**config.mk**
```make
export PLATFORM = sky130hd
export DESIGN_NAME = ddr_deserializer
export DESIGN_NICKNAME = d
export VERILOG_FILES = /design/src/rtl/ddr_deserializer_pkg.sv /design/src/rtl/ddr_deserializer_yaddri.sv /design/src/rtl/ddr_deserializer.sv
export SDC_FILE = /design/constraint.sdc
export NUM_CORES = 1
export LEC_CHECK = 0
export CAP_MARGIN = 20
export CORE_MARGIN = 3
export CORE_UTILIZATION = 56
export CTS_BUF_LIST = sky130_fd_sc_hd__clkbuf_4 sky130_fd_sc_hd__clkbuf_8
export CTS_CLUSTER_SIZE = 25
export DETAILED_ROUTE_END_ITERATION = 7
export MAX_ROUTING_LAYER = met4
export PLACE_DENSITY_LB_ADDON = 0.15
export SETUP_SLACK_MARGIN = 0.5
export SYNTH_ARGS = -nofsm -noshare
export SYNTH_HDL_FRONTEND = slang
export SYNTH_HIERARCHICAL = 1
export SYNTH_SLANG_ARGS = --single-unit
```
**constraint.sdc**
```tcl
create_clock -name i_clk -period 2.8 [get_ports i_clk]
set_input_delay 0.28 -clock i_clk [delete_from_list [all_inputs] [get_ports i_clk]]
set_output_delay 0.28 -clock i_clk [all_outputs]
set_load 0.05 [all_outputs]
```
**src/rtl/ddr_deserializer_pkg.sv**
```systemverilog
// ddr_deserializer_pkg: shared constants and FSM encoding
// for the DDR input deserializer.
package ddr_deserializer_pkg;

  localparam int         DW_DEF   = 8;
  localparam logic [7:0] SYNC_DEF = 8'hBC;

  typedef enum logic {
    HUNT = 1'b0,
    LOCK = 1'b1
  } state_t;

endpackage

```
**src/rtl/ddr_deserializer_yaddri.sv**
```systemverilog
// yaddri: DDR input capture; both pad samples of a cycle are
// re-registered together on the following rising edge.
module yaddri (
  input  logic       i_clk,
  input  logic       i_pad,
  output logic [1:0] o_pair
);

  logic rise;
  logic fall;

  always_ff @(posedge i_clk) rise <= i_pad;

  always_ff @(negedge i_clk) fall <= i_pad;

  // bit 0 is the earlier (rising-edge) sample
  always_ff @(posedge i_clk) o_pair <= {fall, rise};

endmodule

```
**src/rtl/ddr_deserializer.sv**
```systemverilog
// ddr_deserializer: DDR pad capture, word packing and alignment.
// Define DDRIN_SYNC_EN to build the HUNT/LOCK sync-word aligner.
module ddr_deserializer
  import ddr_deserializer_pkg::*;
#(
  parameter int            DW        = DW_DEF,
  parameter logic [DW-1:0] SYNC_WORD = DW'(SYNC_DEF)
) (
  input  logic          i_clk,
  input  logic          i_reset,
  input  logic          i_pad,
  input  logic          i_bitslip,
  input  logic          i_resync,
  output logic          o_valid,
  output logic [DW-1:0] o_data,
  output logic          o_sync,
  output logic          o_locked
);

  localparam int            PW    = $clog2(DW / 2);
  localparam logic [PW-1:0] PLAST = PW'(DW / 2 - 1);

  logic [1:0]    pair;
  logic [DW:0]   sreg;
  logic [DW-1:0] even_w;
  logic [DW-1:0] odd_w;
  logic [DW-1:0] cand;
  logic [PW-1:0] pcnt;
  logic [PW-1:0] pcnt_nx;
  logic          odd;
  logic          odd_nx;
  logic          stall;
  logic          stall_nx;
  logic          due;

  yaddri u_yaddri (
    .i_clk  (i_clk),
    .i_pad  (i_pad),
    .o_pair (pair)
  );

  always_ff @(posedge i_clk or posedge i_reset) begin
    if (i_reset) sreg <= '0;
    else         sreg <= {sreg[DW-2:0], pair[0], pair[1]};
  end

  assign even_w = sreg[DW-1:0];
  assign odd_w  = sreg[DW:1];
  assign cand   = odd ? odd_w : even_w;
  assign due    = (pcnt == PLAST) && !stall;

  // A slip into the odd candidate costs one extra pair of
  // waiting; stall holds pcnt for that one cycle.
  always_comb begin
    pcnt_nx  = pcnt + 1'b1;
    if (due)   pcnt_nx = '0;
    if (stall) pcnt_nx = pcnt;
    odd_nx   = odd ^ i_bitslip;
    stall_nx = i_bitslip & ~odd;
  end

`ifdef DDRIN_SYNC_EN
  state_t state;

  always_ff @(posedge i_clk or posedge i_reset) begin
    if (i_reset) begin
      state    <= HUNT;
      pcnt     <= '0;
      odd      <= 1'b0;
      stall    <= 1'b0;
      o_valid  <= 1'b0;
      o_sync   <= 1'b0;
      o_data   <= '0;
      o_locked <= 1'b0;
    end else begin
      o_valid <= 1'b0;
      o_sync  <= 1'b0;
      if (state == HUNT) begin
        o_locked <= 1'b0;
        if (even_w == SYNC_WORD || odd_w == SYNC_WORD) begin
          odd      <= (even_w != SYNC_WORD);
          pcnt     <= '0;
          stall    <= 1'b0;
          o_data   <= SYNC_WORD;
          o_valid  <= 1'b1;
          o_sync   <= 1'b1;
          o_locked <= 1'b1;
          state    <= LOCK;
        end
      end else begin
        pcnt  <= pcnt_nx;
        odd   <= odd_nx;
        stall <= stall_nx;
        if (due) begin
          o_data  <= cand;
          o_valid <= 1'b1;
        end
        o_locked <= !i_resync;
        if (i_resync) state <= HUNT;
      end
    end
  end
`else
  logic unused_cfg;
  assign unused_cfg = ^{i_resync, SYNC_WORD};

  always_ff @(posedge i_clk or posedge i_reset) begin
    if (i_reset) begin
      pcnt     <= '0;
      odd      <= 1'b0;
      stall    <= 1'b0;
      o_valid  <= 1'b0;
      o_sync   <= 1'b0;
      o_data   <= '0;
      o_locked <= 1'b0;
    end else begin
      pcnt     <= pcnt_nx;
      odd      <= odd_nx;
      stall    <= stall_nx;
      o_valid  <= due;
      o_sync   <= 1'b0;
      o_locked <= 1'b1;
      if (due) o_data <= cand;
    end
  end
`endif

endmodule
```
==> Word level (Yosys, flattened, before mapping) <==
Cells that the tools add are included.
{ "word_totals": {"regBits": 27, "inputBits": 5, "out_inout_bits": 11, "wordCells": 19} }
{ "classes": {"addsub": 1, "eq_ne": 1, "mux": 2, "bitwise": 3, "reduce_logical": 2} }
{ "op_table": {"columns": ["cell", "count"], "rows": [
  ["2-to-1 mux 8 bit", 1],
  ["adder 2 x 1 -> 2 bit (second input constant)", 1],
  ["== test 2 bit (second input constant)", 1],
  ["2-to-1 mux 2 bit", 1],
  ["AND 1 bit", 1],
  ["logical AND 1 bit", 1],
  ["zero test 1 bit", 1],
  ["NOT 1 bit", 1],
  ["XOR 1 bit", 1]
]} }

==> Depth between registers and ports, before layout <==
{ "logic_depth": {"depth_word": 3, "depth_mapped": 4, "ltp_nobuf": 3} }

==> Hierarchy <==
Netlist, hierarchy kept.
{ "modules_own_cells": {"columns": ["module", "n_inst", "cells_each", "area_per_inst_um2", "seq_area_each_um2"], "rows": [
  ["ddr_deserializer", 1, 53, 915.9, 575.6],
  ["yaddri", 1, 5, 83.8, 80.1]
]} }

==> run metrics <==
Pre-Repair DR Iteration Count=4; initial DRC count=2; flops & latches, synth=27; compound-gate portion of the synthesized area=0.751%; Synth area leaders=dfrtp_1 (58%), mux2_4 (24%), dfxtp_1 (8.0%), ha_1 (2.5%), buf_4 (1.5%); Die Area=0.00233 mm²; Max rail drop VDD=623 µV; hold_buf cts=0; Reg power frac=40.2%; post-synthesis xor/xnor area fraction=0%; P_sw=0.542 mW; Post-Route WL=1140 µm; Post-CTS Setup Bufs=0; Crit path largest cell delay=0.41 ns; count of different cell masters after synthesis=12; Crit. End Element=flop; CTS Buf Count=3; Adder-Cell Fraction of Synth Area=2.50%; final setup vio count=0; CP bufs+invs=1; Final ANT Viol Nets=0; fill cell count=111; CP top delay family=buffers and inverters; worst skew pair latency=0.37 ns; Post-Synth Simple-Gate Area=1.13%; Crit-path slowest cell=clkdlybuf4s50_1; asr flop ratio synth=85.2%; syn avg cell area=17.2 µm²; Commonest cells post-synth=dfrtp_1 (23), mux2_4 (16), dfxtp_1 (4), inv_1 (4); worst relative slew slack=45.5%; worst min path class=reg2reg; biggest area consumer among synthesized cells=dfrtp_1; WL per Instance=11.7 µm; Vias/cell=4.63; CP required=1.65 ns; drc violations=0; die width=48.3 µm; status=finished, final reports clean; Syn-to-layout area delta=17.0%; clock root buffer master=clkbuf_4; syn_nets=65; Die Y=48.3 µm; FF-to-FF path depth=0; crit path DAT=0.69 ns; Post-CTS Resized=0; core footprint=0.00159 mm²; placed inst area=0.00114 mm²; Initial Utilization=62.7%; most common cell in the netlist=dfrtp_1; share of layout cells above drive strength 1=30.1%; sequential area share after synthesis=65.6%; mux cell area share after synthesis=25.2%; main combinational cell family by area after synthesis=multiplexers; EDFF count, synth=0; Clock power frac=11.9%; Internal Pwr Total=0.885 mW; IO buf count=13; Max clock buf depth=2; combinational power share=47.9%; crit-path cells=clkdlybuf4s50_1; WP depth=1; gr ovfl total=0; Ports=16; RSZ-0062 raised after global routing=no; Cell Pwr Density=1220 mW/mm²; initial antenna violation count=0; Post-Syn Area=1000 µm²; gpl congestion=0.641; Worst Setup Start Kind=primary input; Hold Violations, Final=0; Total GRT Usage=12.1%; Final Skew=0.0539 ns; row cnt=14; clk slew on worst S/H paths=0.15 ns; first-pass GRT wire length=1840 µm; Via Count=449; # nets final=81; CP Max Fanout=2; Clock Sinks=27; Cells on Worst Hold Path=0; Syn Inst Count=58; synth warn=6; vias in the first global route=448; Top FF cell, synth=dfrtp_1; Pins Over Slew Limit=0; Clock H-tree levels=1; final instance area=0.00117 mm²; Fin Setup TNS=0 ns; switching share of power=38.0%; top-area cell type share of the netlist area=57.6%; dpl hpwl=797 µm; CP Class=in2reg; largest net degree at the start of global routing=24; CTS tree=yes; LEAKAGE=0.562 nW; Final Core Density=73.4%; Max-Cap Viols=0; Antenna Cells=0; Worst Tran Pin Value=0.817 ns
worst paths after layout:
kind | endpoint | slack [ns] | from
hold reg to reg | sreg[0]$_DFF_PP0_ | 0.34 | u_yaddri/o_pair[1]$_DFF_P_
setup / recovery | u_yaddri/fall$_DFF_N_ | 0.96 | i_pad
max in group asynchronous | sreg[6]$_DFF_PP0_ | 1.89 | i_reset
min in group asynchronous | sreg[1]$_DFF_PP0_ | 0.40 | i_reset
hold / removal | sreg[0]$_DFF_PP0_ | 0.34 | u_yaddri/o_pair[1]$_DFF_P_
setup reg to reg | u_yaddri/o_pair[1]$_DFF_P_ | 0.97 | u_yaddri/fall$_DFF_N_
cell type report:
class                   instances  area [µm²]  share of cell area [%]
repair buffers                 14         138                    11.8
multi-input cells              24         303                    25.9
well taps                      24        30.0                    2.57
flip-flops and latches         27         656                    56.0
clock buffers                   3        22.5                    1.93
inverters                       3        11.3                   0.963
clock inverters                 2        10.0                   0.856
routing by layer:
metal / share of wire, % / global-route usage, %
met1: 49 / 14.3
met2: 47 / 19.5
met3: 3.8 / 2.21
met4: 0.79 / 6.45
met5: 0 / -
kinds of logic after synthesis:
| logic type | Yosys count |
|---|---|
| flops | 27 |
| compound gates | 1 |
| fa+ha+maj | 2 |
| buf+inv | 7 |
| simple gates | 2 |
| mux | 17 |
| other cells | 2 |
registers in the layout, indices dropped and copies added, names as in the netlist:
signal,count
o_data,8
u_yaddri/o_pair,2
o_locked,1
odd,1
u_yaddri/rise,1
pcnt,2
o_valid,1
sreg,9
u_yaddri/fall,1
stall,1
stage by stage:
step	power [mW]	worst slack, ns	hold slack [ns]	instances
2_1_floorplan	1.11	1.02	0.282	58
3_3_place_gp	1.26	0.587	0.313	93
3_5_place_dp	1.28	0.574	0.320	93
4_1_cts	1.44	0.960	0.339	97
5_1_grt	1.50	0.940	0.340	97
6_report	1.43	0.959	0.338	97
power by group through the flow:
stage	Combinational (mW)	Sequential, mW	Clock, mW
after floorplan	0.327	0.783	0.00447
after global placement	0.678	0.580	0.00447
after detailed placement	0.690	0.586	0.00447
after CTS	0.691	0.577	0.174
after global routing	0.723	0.589	0.193
final	0.683	0.574	0.170
cell usage in the layout, fill, tap and decap left out, drive strengths merged:
cell type       n
a21o            1
buf             1
clkbuf          3
clkdlybuf4s50  13
conb            2
dfrtp          23
dfxtp           4
ha              2
inv             5
mux2           17
nor2b           1
nor3            1
No activity file was read; power rests on OpenSTA's default activity.
